**src/rtl/ram_port_arbiter.sv**
```systemverilog
// Round-robin arbiter sharing one synchronous single-port RAM among NUM_REQ requesters.
// One access per cycle; reads return on a per-requester rvalid strobe two cycles after grant.
module ram_port_arbiter #(
    parameter int unsigned NUM_REQ    = 4,
    parameter int unsigned ADDR_WIDTH = 16,
    parameter int unsigned DATA_WIDTH = 32
) (
    input  logic                             clk,
    input  logic                             rst,
    input  logic [NUM_REQ-1:0]               req,
    input  logic [NUM_REQ-1:0]               req_we,
    input  logic [NUM_REQ*ADDR_WIDTH-1:0]    req_addr,
    input  logic [NUM_REQ*DATA_WIDTH-1:0]    req_wdata,
    output logic [NUM_REQ-1:0]               gnt,
    output logic [NUM_REQ-1:0]               rvalid,
    output logic [DATA_WIDTH-1:0]            rdata,
    output logic                             busy,
    output logic [ADDR_WIDTH-1:0]            ram_addr,
    output logic                             ram_we,
    output logic [DATA_WIDTH-1:0]            ram_wdata,
    input  logic [DATA_WIDTH-1:0]            ram_rdata
);

    localparam int unsigned IDX_W = (NUM_REQ > 1) ? $clog2(NUM_REQ) : 1;

    logic [IDX_W-1:0]      ptr_q,       ptr_d;
    logic [ADDR_WIDTH-1:0] ram_addr_q,  ram_addr_d;
    logic                  ram_we_q,    ram_we_d;
    logic [DATA_WIDTH-1:0] ram_wdata_q, ram_wdata_d;
    logic                  rd1_q,       rd1_d;
    logic [IDX_W-1:0]      idx1_q,      idx1_d;
    logic [NUM_REQ-1:0]    rvalid_q,    rvalid_d;
    logic [DATA_WIDTH-1:0] rhold_q,     rhold_d;
    logic                  busy_q,      busy_d;

    logic                  gnt_vld;
    logic [IDX_W-1:0]      gnt_idx;

    // Round-robin scan starting at ptr_q; first requester found wins.
    always_comb begin
        int unsigned cand;
        gnt_vld = 1'b0;
        gnt_idx = '0;
        cand    = 0;
        for (int unsigned k = 0; k < NUM_REQ; k++) begin
            cand = 32'(ptr_q) + k;
            if (cand >= NUM_REQ) begin
                cand = cand - NUM_REQ;
            end
            if (!gnt_vld && req[IDX_W'(cand)]) begin
                gnt_vld = 1'b1;
                gnt_idx = IDX_W'(cand);
            end
        end
        if (rst) begin
            gnt_vld = 1'b0;
        end
    end

    assign gnt = gnt_vld ? (NUM_REQ'(1) << gnt_idx) : '0;

    // Next-state for pointer, issue stage and return stage.
    always_comb begin
        ptr_d       = ptr_q;
        ram_addr_d  = ram_addr_q;
        ram_wdata_d = ram_wdata_q;
        ram_we_d    = 1'b0;
        rd1_d       = 1'b0;
        idx1_d      = idx1_q;
        rvalid_d    = '0;
        rhold_d     = rhold_q;

        if (gnt_vld) begin
            ptr_d       = (gnt_idx == IDX_W'(NUM_REQ - 1)) ? '0 : gnt_idx + IDX_W'(1);
            ram_addr_d  = req_addr[gnt_idx*ADDR_WIDTH +: ADDR_WIDTH];
            ram_wdata_d = req_wdata[gnt_idx*DATA_WIDTH +: DATA_WIDTH];
            ram_we_d    = req_we[gnt_idx];
            rd1_d       = ~req_we[gnt_idx];
            idx1_d      = gnt_idx;
        end

        // The RAM samples the address at the end of the issue cycle; its data shows up one cycle later.
        if (rd1_q) begin
            rvalid_d = NUM_REQ'(1) << idx1_q;
        end
        if (|rvalid_q) begin
            rhold_d = ram_rdata;
        end

        busy_d = ram_we_d | rd1_d | (|rvalid_d);
    end

    always_ff @(posedge clk) begin
        if (rst) begin
            ptr_q       <= '0;
            ram_addr_q  <= '0;
            ram_we_q    <= 1'b0;
            ram_wdata_q <= '0;
            rd1_q       <= 1'b0;
            idx1_q      <= '0;
            rvalid_q    <= '0;
            rhold_q     <= '0;
            busy_q      <= 1'b0;
        end else begin
            ptr_q       <= ptr_d;
            ram_addr_q  <= ram_addr_d;
            ram_we_q    <= ram_we_d;
            ram_wdata_q <= ram_wdata_d;
            rd1_q       <= rd1_d;
            idx1_q      <= idx1_d;
            rvalid_q    <= rvalid_d;
            rhold_q     <= rhold_d;
            busy_q      <= busy_d;
        end
    end

    assign ram_addr  = ram_addr_q;
    assign ram_we    = ram_we_q;
    assign ram_wdata = ram_wdata_q;
    assign rvalid    = rvalid_q;
    assign busy      = busy_q;
    // RAM output is passed straight through on the strobe cycle and held afterwards.
    assign rdata     = (|rvalid_q) ? ram_rdata : rhold_q;

endmodule
```
**config.mk**
```make
export PLATFORM = sky130hd
export DESIGN_NAME = ram_port_arbiter
export DESIGN_NICKNAME = d
export VERILOG_FILES = /design/src/rtl/ram_port_arbiter.sv
export SDC_FILE = /design/constraint.sdc
export NUM_CORES = 1
export LEC_CHECK = 0
export CORE_AREA = 2 2 125 127
export DETAILED_ROUTE_END_ITERATION = 10
export DIE_AREA = 0 0 127 129
export PLACE_DENSITY = 0.75
export SLEW_MARGIN = 0
export SYNTH_ARGS = -nofsm -noshare
export SYNTH_HDL_FRONTEND = slang
export SYNTH_SLANG_ARGS = --single-unit
```
**constraint.sdc**
```tcl
create_clock -name clk -period 5.6 [get_ports clk]
set_clock_uncertainty 0.2 [all_clocks]
set_input_delay 1.12 -clock clk [delete_from_list [all_inputs] [get_ports clk]]
set_output_delay 1.12 -clock clk [all_outputs]
set_load 0.01 [all_outputs]
```
Word-level counts from Yosys, hierarchy flattened:

Index checks and enable logic that the tools add are counted.

* register bits after elaboration: 91
* output and inout bits: 90

* add/subtract/negate cells: 8
* order comparisons: 9
* equal/unequal tests: 1
* shift operators: 4
* multiplexer cells: 29
* bitwise logic cells: 3
* reduce and logical (&&, ||, !) cells: 8

Operators with widths (number)
* 128-bit by 8-bit indexed part select with 32-bit output: 1
* 64-bit by 7-bit indexed part select with 16-bit output: 1
* 32-bit 2-to-1 mux: 1
* 2-bit 2-to-1 mux: 9
* 2-bit by 3-bit < comparator with 1-bit output (second input constant): 5
* 1-bit 2-to-1 mux: 12
* 1-bit binary-select mux with 2-bit select: 5
* 3-bit >= comparator (second input constant): 3
* 4-bit 2-to-1 mux: 2
* 4-bit OR reduction: 2
* 1-bit by 2-bit left shift with 4-bit output (first input constant): 2
* 2-bit by 1-bit subtractor with 2-bit output (second input constant): 4
* 2-bit by 2-bit adder with 3-bit output (second input constant): 2
* 2-bit by 1-bit adder with 3-bit output (second input constant): 1
* 2-bit by 3-bit >= comparator with 1-bit output (second input constant): 1
* 1-bit logical AND: 3
* 1-bit zero test: 3
* 2-bit by 1-bit adder with 2-bit output (second input constant): 1
* 2-bit equality test (second input constant): 1
* 1-bit bitwise OR: 2
* 1-bit NOT: 1

Longest topological paths before layout:

* depth after elaboration: 20
* mapped depth: 9

Worst setup path after synthesis:

No wires, ideal clock.

* path type: in2out
* start point: in req[0]
* end point: out gnt[3]
* arrival time: 2.493 ns
* data required time: 4.280 ns
* path slack: 1.787 ns
* stages: 8
* buffers on the path: 3
* cells stage by stage: nor2b_1 or3_1 clkbuf_1 a21o_1 buf_6 buf_6 nor3_2 and2_1

* cells in the longest elaborated chain, start to end: 14

Ends and longest elaborated chain
* from (decl): line 10 `input logic [NUM_REQ-1:0] req,`
* 1-bit binary-select mux with 2-bit select: line 50 `if (!gnt_vld && req[IDX_W'(cand)]) begin`
* 1-bit 2-to-1 mux (implied by the code): line 50
* 1-bit 2-to-1 mux: line 50
* 1-bit zero test: line 50
* 1-bit logical AND: line 50
* 1-bit 2-to-1 mux: line 50
* 1-bit zero test: line 50
* 1-bit logical AND: line 50
* 1-bit 2-to-1 mux: line 50
* 1-bit zero test: line 50
* 1-bit logical AND: line 50
* 2-bit 2-to-1 mux / 1-bit 2-to-1 mux (equally long branches): line 50
* 1-bit by 2-bit left shift with 4-bit output / 1-bit 2-to-1 mux (equally long branches): line 60, 55
* 4-bit 2-to-1 mux (*): line 60 `assign gnt = gnt_vld ? (NUM_REQ'(1) << gnt_idx) : '0;`
* to (decl): line 14 `output logic [NUM_REQ-1:0] gnt,`

Mark *: on every way between the ends. The rest lies on a longest branch, timed or not. The select of a mux whose other input is x is not followed.

Worst setup path in the final report:

Same ends and word-level chain as after synthesis.

==> qor.csv <==
metric,value,unit
finalHoldViolations,0,
cts_post_setup_buffers_inserted,0,
yosysWarningCount,0,
drv.max_cap_violation_count,0,
initial_core_util,36.0,%
clock_latency,0.34,ns
r2r-start,ptr_q[0],
num-nets-final,1120,
r2r-end,ram_wdata[22],
floorplan.die_area,0.0164,mm²
postRouteAntennaNets,0,
htree_levels,3,
synthMostInstantiatedCell,sky130_fd_sc_hd__dfxtp_1,
static_leakage,3.61,nW
worst-r2r-setup-slack,2.51,ns
grt.met1_usage,29.5,%
fillers,1312,
cts_buffers,9,
synth-edff-count,0,
power,2.53,mW
tritoncts,built,
synth_sequential_area_ratio,33.8,%
std_cell_rows,45,
synth.net_count,836,
hpwlAfterDp,14100,µm
number_of_port_buffers,323,
slew_viol_final,0,
syn_to_final_growth,66.1,%
critPathArrivalTime,3.50,ns
initialDrtViolationCount,272,
worstSetupStartpointType,primary input,
grt.overflow.total,0,
cts_resized,0,
placeableCoreArea,0.0150,mm²
criticalPathCategory,primary input to output port,
route.detailed.drc,0,
grt_pass1_wl,30400,µm
timing.critical_path.fanout_max,22,
worstRegToRegCells,7,
chipHeight,129,µm
timing.slew.headroom,24.2,%
hold_slack,0.266,ns
postSynth.asyncResetShare,0,%
track_usage,23.7,%
min_from,idx1_q[1],
placement.cell_area,0.00866,mm²
total_of_endpoints_with_negative_setup_slack_in_the_final_report,0,
cts.reportedPaths.clkPinSlew,0.07,ns
peak_supply_drop,140,µV
number_of_buffers_inserted_for_hold_repair_after_clock_tree_synthesis,0,
biggest_area_contributors_in_the_synthesized_netlist,"sky130_fd_sc_hd__dfxtp_1, sky130_fd_sc_hd__a221oi_2, sky130_fd_sc_hd__mux2i_1",
unrepaired_setup_endpoints_after_global_routing,false,
totalWireLength,20100,µm
antennaDiodeCount,0,
use_met3,6.65,%
gp_congestion,0.854,
layout-drive-gt1-share,12.8,%
final_area,0.00894,mm²
period_needed,4.82,ns
timing.critical_path.to_type,output port,
power_per_cell_area,283,mW/mm²
io_pins,324,
dr_total_vias,5792,
setup_total_negative_slack,0,ns
synth_commonest_cells,"sky130_fd_sc_hd__dfxtp_1, sky130_fd_sc_hd__nor2_1, sky130_fd_sc_hd__nand2_1",
result_of_the_run,"finished, final reports clean",
cell_area_after_technology_mapping,0.00539,mm²
drt_pass1_iterations,4,
yosys.area.top_type,sky130_fd_sc_hd__dfxtp_1,
ctsLongestPathBuffers,2,
worst-endpoint-required,4.28,ns
numClockSinks,91,
netlist_instances,602,
ys_ff_latch,91,
pin_count_of_the_biggest_net_entering_global_routing,51,
achievable-frequency,0.208,GHz
avgViaCountPerCell,5.37,
antenna_found_initial,0,
vias_in_the_first_global_route,5557,
worstMarginPinSlew,1.14,ns
die_width,127,µm
clock_tree.root_cell,sky130_fd_sc_hd__clkbuf_16,
global_route.peak_usage_layer,met2,
fin_crit_sh,86.0,%
routedWlPerCell,18.6,µm
whs_endpoint,rvalid[2],
hold_path_depth,2,
syn_area_per_cell,8.95,µm²
yosysUniqueCellTypes,31,
yosys_most_used_dff,sky130_fd_sc_hd__dfxtp_1,
hold_path_class,register to register,
groute.layer.met2.usage,39.4,%
synth_top_cell_area_share,33.8,%
-- metrics by stage --
step / setup slack [ns] / cells / util [%]
global placement: 0.808 / 1063 / 57.9
CTS: 0.779 / 1079 / 59.7
global route: 0.671 / 1079 / 59.7
floorplan: 1.79 / 602 / -
detailed placement: 0.788 / 1063 / 57.9
finish: 0.782 / 1079 / 59.7
-- per-layer routing --
layer  routed length [µm]  vias to the layer above
li1                     -                     2788
met3                 1790                       33
met5                    0                        -
met2                 9560                      270
met4                  481                        0
met1                 8260                     2701
-- worst max path at each step --
stage | start | end | slack, ns | depth (start not counted)
2_1_floorplan | req[0] | gnt[3] | 1.79 | 8
3_3_place_gp | req[0] | gnt[3] | 0.81 | 7
3_5_place_dp | req[0] | gnt[3] | 0.79 | 7
4_1_cts | req[0] | gnt[3] | 0.78 | 7
5_1_grt | req[0] | gnt[3] | 0.67 | 7
6_report | req[0] | gnt[3] | 0.78 | 7
-- layout by cell type (no fill, tap or decap), types with 2 or more instances in the layout --
cell	count
sky130_fd_sc_hd__clkdlybuf4s50_1	322
sky130_fd_sc_hd__dfxtp_1	91
sky130_fd_sc_hd__nor2_1	58
sky130_fd_sc_hd__nand2_1	53
sky130_fd_sc_hd__a21oi_1	52
sky130_fd_sc_hd__mux2i_1	50
sky130_fd_sc_hd__o22ai_1	49
sky130_fd_sc_hd__a221oi_2	48
sky130_fd_sc_hd__or3_1	48
sky130_fd_sc_hd__nor2b_1	36
sky130_fd_sc_hd__mux2_2	28
sky130_fd_sc_hd__buf_4	12
sky130_fd_sc_hd__clkbuf_16	9
sky130_fd_sc_hd__mux2_1	4
sky130_fd_sc_hd__nor3_1	3
sky130_fd_sc_hd__or3_2	2
sky130_fd_sc_hd__and3_1	2
sky130_fd_sc_hd__clkinvlp_4	2
-- area by class of cell --
type	count	area, µm²	share of cell area [%]
Timing Repair Buffer	336	3340	37.3
Multi-Input combinational cell	448	3270	36.6
Sequential cell	91	1820	20.4
Clock buffer	11	243	2.71
Tap cell	188	235	2.63
Clock inverter	5	37.5	0.420
-- state kept, by name (all words and copies together) (netlist names) --
signal     flops
ram_wdata     32
rhold_q       32
ram_addr      16
rvalid         4
idx1_q         2
ptr_q          2
busy           1
ram_we         1
rd1_q          1
-- critical path, stage by stage --
cell	delay, ns
sky130_fd_sc_hd__clkdlybuf4s50_1	0.48
sky130_fd_sc_hd__nor2b_1	0.17
sky130_fd_sc_hd__or3_2	0.49
sky130_fd_sc_hd__a21o_4	0.36
sky130_fd_sc_hd__nor3_2	0.21
sky130_fd_sc_hd__and2_1	0.14
sky130_fd_sc_hd__clkdlybuf4s50_1	0.52
-- power breakdown --
group / total [mW] / switching, mW / internal [mW]
Sequential: 0.838 / 0.0860 / 0.752
Combinational: 1.11 / 0.494 / 0.614
Clock: 0.585 / 0.270 / 0.315
Total: 2.53 / 0.851 / 1.68
-- cells by family (layout without fill, tap and decap cells) --
| family | Yosys count | in the layout | share of synthesized area (%) |
|---|---|---|---|
| buf+inv | 63 | 352 | 5.85 |
| mux | 82 | 82 | 16.0 |
| compound gates | 153 | 153 | 24.5 |
| flops | 91 | 91 | 33.8 |
| simple gates | 212 | 212 | 19.7 |
| xor+xnor | 1 | 1 | 0.163 |
(Power assumes the default switching activity.)
